===== src/rtl/uart_rx_frame_ctrl_pkg.sv =====
// Shared definitions for the UART receive frame controller: FSM encoding,
// default frame parameters and the running-checksum helper.
package uart_rx_frame_ctrl_pkg;

   localparam logic [7:0] DEF_SYNC_BYTE = 8'hAA;
   localparam int         DEF_MAX_LEN   = 16;
   localparam int         DEF_TIMEOUT   = 50000;

   typedef enum logic [2:0] {
      S_IDLE      = 3'd0,
      S_GET_LEN   = 3'd1,
      S_GET_DATA  = 3'd2,
      S_GET_CKSUM = 3'd3,
      S_HOLD      = 3'd4
   } state_t;

   function automatic logic [7:0] cksum_add(input logic [7:0] acc, input logic [7:0] b);
      return acc + b;
   endfunction

endpackage


===== src/rtl/uart_rx_frame_ctrl_if.sv =====
// Byte-stream input, frame handshake, payload read port and error pulses
// of the UART receive frame controller.
interface uart_rx_frame_ctrl_if;

   logic [7:0] RX_DATA;
   logic       RX_RECV;
   logic       FRAME_VALID;
   logic       FRAME_READY;
   logic [4:0] FRAME_LEN;
   logic [3:0] RD_ADDR;
   logic [7:0] RD_DATA;
   logic       BUSY;
   logic       ERR_CKSUM;
   logic       ERR_LEN;
   logic       ERR_TIMEOUT;
   logic       ERR_OVERRUN;

   modport slave (
      input  RX_DATA, RX_RECV, FRAME_READY, RD_ADDR,
      output FRAME_VALID, FRAME_LEN, RD_DATA, BUSY,
             ERR_CKSUM, ERR_LEN, ERR_TIMEOUT, ERR_OVERRUN
   );

   modport master (
      output RX_DATA, RX_RECV, FRAME_READY, RD_ADDR,
      input  FRAME_VALID, FRAME_LEN, RD_DATA, BUSY,
             ERR_CKSUM, ERR_LEN, ERR_TIMEOUT, ERR_OVERRUN
   );

endinterface


===== src/rtl/uart_rx_frame_ctrl_frame_buf.sv =====
// 16x8 payload store: one write port, one registered read port.
// Array contents are intentionally left unreset.
module frame_buf (
   input  logic       clk_i,
   input  logic       rst_i,
   input  logic       wr_en_i,
   input  logic [3:0] wr_addr_i,
   input  logic [7:0] wr_data_i,
   input  logic [3:0] rd_addr_i,
   output logic [7:0] rd_data_o
);

   logic [7:0] mem_q [16];
   logic [7:0] rd_data_q;

   always_ff @(posedge clk_i) begin
      if (wr_en_i) begin
         mem_q[wr_addr_i] <= wr_data_i;
      end
   end

   always_ff @(posedge clk_i or posedge rst_i) begin
      if (rst_i) begin
         rd_data_q <= 8'h00;
      end else begin
         rd_data_q <= mem_q[rd_addr_i];
      end
   end

   assign rd_data_o = rd_data_q;

endmodule


===== src/rtl/uart_rx_frame_ctrl.sv =====
// Frames a UART byte stream (SYNC, LEN, payload, CKSUM) into a held payload
// buffer with a valid/ready handshake, an inter-byte timeout and error pulses.
module uart_rx_frame_ctrl
   import uart_rx_frame_ctrl_pkg::*;
#(
   parameter logic [7:0] SYNC_BYTE = DEF_SYNC_BYTE,
   parameter int         MAX_LEN   = DEF_MAX_LEN,
   parameter int         TIMEOUT   = DEF_TIMEOUT
) (
   input logic                 CLK,
   input logic                 RST,
   uart_rx_frame_ctrl_if.slave bus
);

   localparam int CNT_W = (TIMEOUT > 1) ? $clog2(TIMEOUT) : 1;

   state_t           state_q, state_d;
   logic [4:0]       len_q, len_d;
   logic [3:0]       idx_q, idx_d;
   logic [7:0]       sum_q, sum_d;
   logic [CNT_W-1:0] cnt_q, cnt_d;
   logic             frame_valid_q, frame_valid_d;
   logic             busy_q, busy_d;
   logic             err_cksum_q, err_cksum_d;
   logic             err_len_q, err_len_d;
   logic             err_to_q, err_to_d;
   logic             err_ov_q, err_ov_d;
   logic             wr_en;
   logic             timeout_hit;
   logic [7:0]       rd_data;

   assign timeout_hit = (cnt_q == CNT_W'(TIMEOUT - 1));

   // Next-state logic; a received byte always wins over a same-cycle timeout.
   always_comb begin
      state_d     = state_q;
      len_d       = len_q;
      idx_d       = idx_q;
      sum_d       = sum_q;
      cnt_d       = '0;
      err_cksum_d = 1'b0;
      err_len_d   = 1'b0;
      err_to_d    = 1'b0;
      err_ov_d    = 1'b0;
      wr_en       = 1'b0;

      if (!bus.RX_RECV && (state_q == S_GET_LEN || state_q == S_GET_DATA ||
                           state_q == S_GET_CKSUM)) begin
         cnt_d = cnt_q + CNT_W'(1);
      end else begin
         cnt_d = '0;
      end

      unique case (state_q)
         S_IDLE: begin
            if (bus.RX_RECV && bus.RX_DATA == SYNC_BYTE) begin
               state_d = S_GET_LEN;
            end else begin
               state_d = S_IDLE;
            end
         end
         S_GET_LEN: begin
            if (bus.RX_RECV) begin
               if (bus.RX_DATA != 8'd0 && bus.RX_DATA <= 8'(MAX_LEN)) begin
                  len_d   = bus.RX_DATA[4:0];
                  sum_d   = bus.RX_DATA;
                  idx_d   = 4'd0;
                  state_d = S_GET_DATA;
               end else begin
                  err_len_d = 1'b1;
                  state_d   = S_IDLE;
               end
            end else if (timeout_hit) begin
               err_to_d = 1'b1;
               state_d  = S_IDLE;
            end else begin
               state_d = S_GET_LEN;
            end
         end
         S_GET_DATA: begin
            if (bus.RX_RECV) begin
               wr_en = 1'b1;
               sum_d = cksum_add(sum_q, bus.RX_DATA);
               idx_d = idx_q + 4'd1;
               if ({1'b0, idx_q} == len_q - 5'd1) begin
                  state_d = S_GET_CKSUM;
               end else begin
                  state_d = S_GET_DATA;
               end
            end else if (timeout_hit) begin
               err_to_d = 1'b1;
               state_d  = S_IDLE;
            end else begin
               state_d = S_GET_DATA;
            end
         end
         S_GET_CKSUM: begin
            if (bus.RX_RECV) begin
               if (bus.RX_DATA == sum_q) begin
                  state_d = S_HOLD;
               end else begin
                  err_cksum_d = 1'b1;
                  state_d     = S_IDLE;
               end
            end else if (timeout_hit) begin
               err_to_d = 1'b1;
               state_d  = S_IDLE;
            end else begin
               state_d = S_GET_CKSUM;
            end
         end
         S_HOLD: begin
            // Bytes arriving while a frame is held are dropped, buffer untouched.
            err_ov_d = bus.RX_RECV;
            if (frame_valid_q && bus.FRAME_READY) begin
               state_d = S_IDLE;
            end else begin
               state_d = S_HOLD;
            end
         end
         default: begin
            state_d = S_IDLE;
         end
      endcase

      frame_valid_d = (state_d == S_HOLD);
      busy_d        = (state_d != S_IDLE);
   end

   // State, datapath and registered output flops.
   always_ff @(posedge CLK or posedge RST) begin
      if (RST) begin
         state_q       <= S_IDLE;
         len_q         <= 5'd0;
         idx_q         <= 4'd0;
         sum_q         <= 8'd0;
         cnt_q         <= '0;
         frame_valid_q <= 1'b0;
         busy_q        <= 1'b0;
         err_cksum_q   <= 1'b0;
         err_len_q     <= 1'b0;
         err_to_q      <= 1'b0;
         err_ov_q      <= 1'b0;
      end else begin
         state_q       <= state_d;
         len_q         <= len_d;
         idx_q         <= idx_d;
         sum_q         <= sum_d;
         cnt_q         <= cnt_d;
         frame_valid_q <= frame_valid_d;
         busy_q        <= busy_d;
         err_cksum_q   <= err_cksum_d;
         err_len_q     <= err_len_d;
         err_to_q      <= err_to_d;
         err_ov_q      <= err_ov_d;
      end
   end

   frame_buf u_frame_buf (
      .clk_i     (CLK),
      .rst_i     (RST),
      .wr_en_i   (wr_en),
      .wr_addr_i (idx_q),
      .wr_data_i (bus.RX_DATA),
      .rd_addr_i (bus.RD_ADDR),
      .rd_data_o (rd_data)
   );

   assign bus.FRAME_VALID = frame_valid_q;
   assign bus.FRAME_LEN   = len_q;
   assign bus.RD_DATA     = rd_data;
   assign bus.BUSY        = busy_q;
   assign bus.ERR_CKSUM   = err_cksum_q;
   assign bus.ERR_LEN     = err_len_q;
   assign bus.ERR_TIMEOUT = err_to_q;
   assign bus.ERR_OVERRUN = err_ov_q;

endmodule


===== src/flat_wrapper.sv =====
// flat-port wrapper written by rule: the top's interface ports become plain ports
module uart_rx_frame_ctrl_flat import uart_rx_frame_ctrl_pkg::*;
#(
   parameter logic [7:0] SYNC_BYTE = DEF_SYNC_BYTE,
   parameter int         MAX_LEN   = DEF_MAX_LEN,
   parameter int         TIMEOUT   = DEF_TIMEOUT
)
  (CLK, RST, bus_RX_DATA, bus_RX_RECV, bus_FRAME_READY, bus_RD_ADDR, bus_FRAME_VALID, bus_FRAME_LEN, bus_RD_DATA, bus_BUSY, bus_ERR_CKSUM, bus_ERR_LEN, bus_ERR_TIMEOUT, bus_ERR_OVERRUN);
  uart_rx_frame_ctrl_if bus_i ();
  input logic CLK;
  input logic RST;
  input wire logic [$bits(bus_i.RX_DATA)-1:0] bus_RX_DATA;
  input wire logic [$bits(bus_i.RX_RECV)-1:0] bus_RX_RECV;
  input wire logic [$bits(bus_i.FRAME_READY)-1:0] bus_FRAME_READY;
  input wire logic [$bits(bus_i.RD_ADDR)-1:0] bus_RD_ADDR;
  output wire logic [$bits(bus_i.FRAME_VALID)-1:0] bus_FRAME_VALID;
  output wire logic [$bits(bus_i.FRAME_LEN)-1:0] bus_FRAME_LEN;
  output wire logic [$bits(bus_i.RD_DATA)-1:0] bus_RD_DATA;
  output wire logic [$bits(bus_i.BUSY)-1:0] bus_BUSY;
  output wire logic [$bits(bus_i.ERR_CKSUM)-1:0] bus_ERR_CKSUM;
  output wire logic [$bits(bus_i.ERR_LEN)-1:0] bus_ERR_LEN;
  output wire logic [$bits(bus_i.ERR_TIMEOUT)-1:0] bus_ERR_TIMEOUT;
  output wire logic [$bits(bus_i.ERR_OVERRUN)-1:0] bus_ERR_OVERRUN;
  assign bus_i.RX_DATA = bus_RX_DATA;
  assign bus_i.RX_RECV = bus_RX_RECV;
  assign bus_i.FRAME_READY = bus_FRAME_READY;
  assign bus_i.RD_ADDR = bus_RD_ADDR;
  assign bus_FRAME_VALID = bus_i.FRAME_VALID;
  assign bus_FRAME_LEN = bus_i.FRAME_LEN;
  assign bus_RD_DATA = bus_i.RD_DATA;
  assign bus_BUSY = bus_i.BUSY;
  assign bus_ERR_CKSUM = bus_i.ERR_CKSUM;
  assign bus_ERR_LEN = bus_i.ERR_LEN;
  assign bus_ERR_TIMEOUT = bus_i.ERR_TIMEOUT;
  assign bus_ERR_OVERRUN = bus_i.ERR_OVERRUN;
  uart_rx_frame_ctrl #(.SYNC_BYTE(SYNC_BYTE), .MAX_LEN(MAX_LEN), .TIMEOUT(TIMEOUT)) u_core (.CLK(CLK), .RST(RST), .bus(bus_i));
endmodule

===== config.mk =====
export PLATFORM = sky130hd
export DESIGN_NAME = uart_rx_frame_ctrl_flat
export DESIGN_NICKNAME = d
export VERILOG_FILES = /design/src/rtl/uart_rx_frame_ctrl_pkg.sv /design/src/rtl/uart_rx_frame_ctrl_if.sv /design/src/rtl/uart_rx_frame_ctrl_frame_buf.sv /design/src/rtl/uart_rx_frame_ctrl.sv /design/src/flat_wrapper.sv
export SDC_FILE = /design/constraint.sdc
export NUM_CORES = 1
export LEC_CHECK = 0
export CORE_ASPECT_RATIO = 1.2
export CORE_MARGIN = 5
export CORE_UTILIZATION = 39
export DETAILED_ROUTE_END_ITERATION = 7
export PLACE_DENSITY = 0.57
export SYNTH_ARGS = -nofsm -noshare
export SYNTH_HDL_FRONTEND = slang
export SYNTH_SLANG_ARGS = --single-unit
export TNS_END_PERCENT = 50

===== constraint.sdc =====
create_clock -name CLK -period 7.15 [get_ports CLK]
set_input_delay 1.43 -clock CLK [delete_from_list [all_inputs] [get_ports CLK]]
set_output_delay 1.43 -clock CLK [all_outputs]
set_load 0.1 [all_outputs]

==> results.json <==
{
  "num_rows": 55,
  "viasPerCell": 5.214,
  "clock-root-buffer": "clkbuf_16",
  "die_x_um": 136.3,
  "syn2layout_area_growth_pct": 17.76,
  "die_area_um2": 22010,
  "syn_area_um2": 7462,
  "ys.flop_type": "edfxtp_1",
  "drtIter0Drc": 227,
  "async_reset_ff_share_pct": 28.09,
  "first_global_vias": 4333,
  "grt-ovfl-total": 0,
  "fin_tns_setup_ps": 0,
  "leakagePower_nw": 3.081,
  "setup_viol": 0,
  "fmax_mhz": 254.9,
  "grt_pass1_wl_mm": 24.23,
  "drv_slew": 0,
  "end_kind": "flip-flop",
  "drive_gt1_share_pct": 17.83,
  "period_minus_slack_ps": 3923,
  "start_util_pct": 39.58,
  "die_y_um": 161.5,
  "syn-instance-count": 456,
  "ys_warn_count": 0,
  "grt.total_usage_pct": 14.85,
  "worst_pin_slew_ps": 1325,
  "syn_nets": 486,
  "utilization_pct": 46.60,
  "path_class": "in2reg",
  "cts-htree-levels": 4,
  "worstSetupStartpointType": "input pin",
  "seq_area_um2": 5095,
  "core-area_um2": 18860,
  "power_w": 0.002934,
  "arrival_ps": 3960,
  "cellPowerDensity_nw_per_um2": 333.9,
  "grt_antenna_before_repair": 0,
  "antenna_left": 0,
  "drt_first_pass_iters": 4,
  "post_cts_buffers": 0,
  "clk_path_buf_depth": 2,
  "hold_violations": 0,
  "crit_path_max_fanout": 13,
  "fin_nets": 533,
  "multiInputGateArea_um2": 2268,
  "num_vias": 4025,
  "hpwl_mm": 9.767,
  "grt_max_degree": 51,
  "antenna_cells": 0,
  "n_fill_cell": 1655,
  "cts_hold_buf": 0,
  "drc": 0,
  "final_cell_mix": "128 x edfxtp_1, 50 x dfrtp_1, 40 x nor2_1, 40 x mux4_2, 33 x clkdlybuf4s50_1",
  "slew_headroom_pct": 10.97,
  "cts_resized": 0,
  "rsz0062_at_grt": "no",
  "required_ps": 7180,
  "cts.sinks": 178,
  "synth.avg_cell_area_um2": 16.36,
  "seq_area_frac_synth_pct": 68.28,
  "ys_ff_latch": 178,
  "status": "finished clean",
  "io_pins": 35,
  "finalWeightedCongestion": 0.8286,
  "synth-edff-count": 128,
  "cts_buffers": 17,
  "cts_tree": "done",
  "ir_drop_mv": 0.1760,
  "wire_per_inst_um": 19.87,
  "port_buffers": 34,
  "clock_skew_ps": 6.364,
  "final_common_cell": "edfxtp_1",
  "path_clk_slew_ps": 60,
  "clk_latency_ps": 430,
  "wl_mm": 15.34,
  "synth_cell_type_count": 53,
  "layout_worst_path_cycle_share_pct": 54.87,
  "cap_violations": 0,
  "hp-class": "reg2reg"
}
sequential cells by signal (all words and copies together), names as in the netlist:
name	flops
u_core.bus.ERR_OVERRUN	1
u_core.cnt_q	16
u_core.bus.FRAME_VALID	1
u_core.idx_q	4
u_core.u_frame_buf.rd_data_o	8
u_core.bus.ERR_LEN	1
u_core.u_frame_buf.mem_q	128
u_core.bus.ERR_CKSUM	1
u_core.state_q	3
u_core.sum_q	8
u_core.bus.FRAME_LEN	5
u_core.bus.ERR_TIMEOUT	1
u_core.bus.BUSY	1
where the power goes:
group	switching (W)	leakage, nW	internal, W	total [W]
clock network	0.000383	0.301	0.000629	0.00101
logic	0.000385	0.990	0.000222	0.000607
registers	0.0000743	1.79	0.00124	0.00132
per-stage QoR:
step | setup slack, ps | std cells | area (um^2) | hold slack [ps]
detailed placement | 2666 | 740 | 8129 | 474.7
floorplan | 3876 | 456 | 7462 | 447.9
finish | 3227 | 772 | 8787 | 478.3
global placement | 2751 | 740 | 8129 | 474.5
CTS | 3116 | 772 | 8777 | 484.9
global route | 2970 | 772 | 8787 | 512.5
synth_stat cells (2+ instances only):
library cell	count	area, um^2
edfxtp_1	128	3844
buf_2	3	15.01
dfrtp_1	50	1251
a21oi_1	11	55.05
o31ai_1	2	15.01
buf_1	3	11.26
inv_1	12	45.04
mux4_2	40	900.9
clkbuf_1	10	37.54
and2_1	2	12.51
nor2b_1	4	25.02
ha_1	13	162.7
o21ai_0	13	65.06
a211oi_1	4	30.03
nor3_1	9	45.04
and3_1	3	18.77
xnor2_1	7	61.31
a41o_1	2	20.02
nand4_1	7	43.79
o21a_1	2	15.01
a21o_1	2	15.01
nand3b_1	5	37.54
or3_1	4	25.02
mux2_2	4	45.04
nand2b_1	2	12.51
nor4_1	4	25.02
o211ai_1	2	15.01
nand2_1	25	93.84
nor2_1	40	150.1
xor2_1	15	131.4
nand3_1	6	30.03
critical path: stages:
cell	delay, ps
clkdlybuf4s50_1	530
nor2b_1	290
and3b_1	470
nand2_1	190
nor3_1	1030
worst paths after layout:
check | from | end | depth (start not counted) | slack (ps)
setup / recovery | bus_RX_RECV | u_core.u_frame_buf.mem_q[0][3] | 5 | 3230
hold / removal | u_core.cnt_q[0] | u_core.cnt_q[0] | 1 | 480
setup reg to reg | u_core.state_q[2] | u_core.u_frame_buf.mem_q[0][3] | 4 | 4340
hold reg to reg | u_core.cnt_q[0] | u_core.cnt_q[0] | 1 | 480
max in group asynchronous | RST | u_core.u_frame_buf.rd_data_o[6] | 3 | 5170
min in group asynchronous | RST | u_core.bus.ERR_TIMEOUT | 3 | 1510
routing by layer:
layer  part of all wire (%)  track usage [%]  routed length [um]  up-vias
met1                     42            18.62                6369     2066
met2                     53            25.51                8163       77
met4                    1.9            4.583                 285        0
met5                      0                0                   0        -
li1                       -                -                   -     1859
met3                    3.4            3.427                 524       23
area by class of cell:
cell class,count,area share (%)
Clock buffer,19,5.041
Inverter,12,0.5126
Clock inverter,13,2.335
Sequential cell,178,57.98
Multi-Input combinational cell,250,25.82
Tap cell,256,3.645
Timing Repair Buffer,44,4.670
cells by family after synthesis:
group | synth area share [%]
compound gates | 4.141
xor+xnor | 2.582
fa+ha+maj | 2.448
buf+inv | 1.459
flops | 68.28
mux | 12.81
simple gates | 8.283
Note: power is estimated with default switching activity, not from simulation.
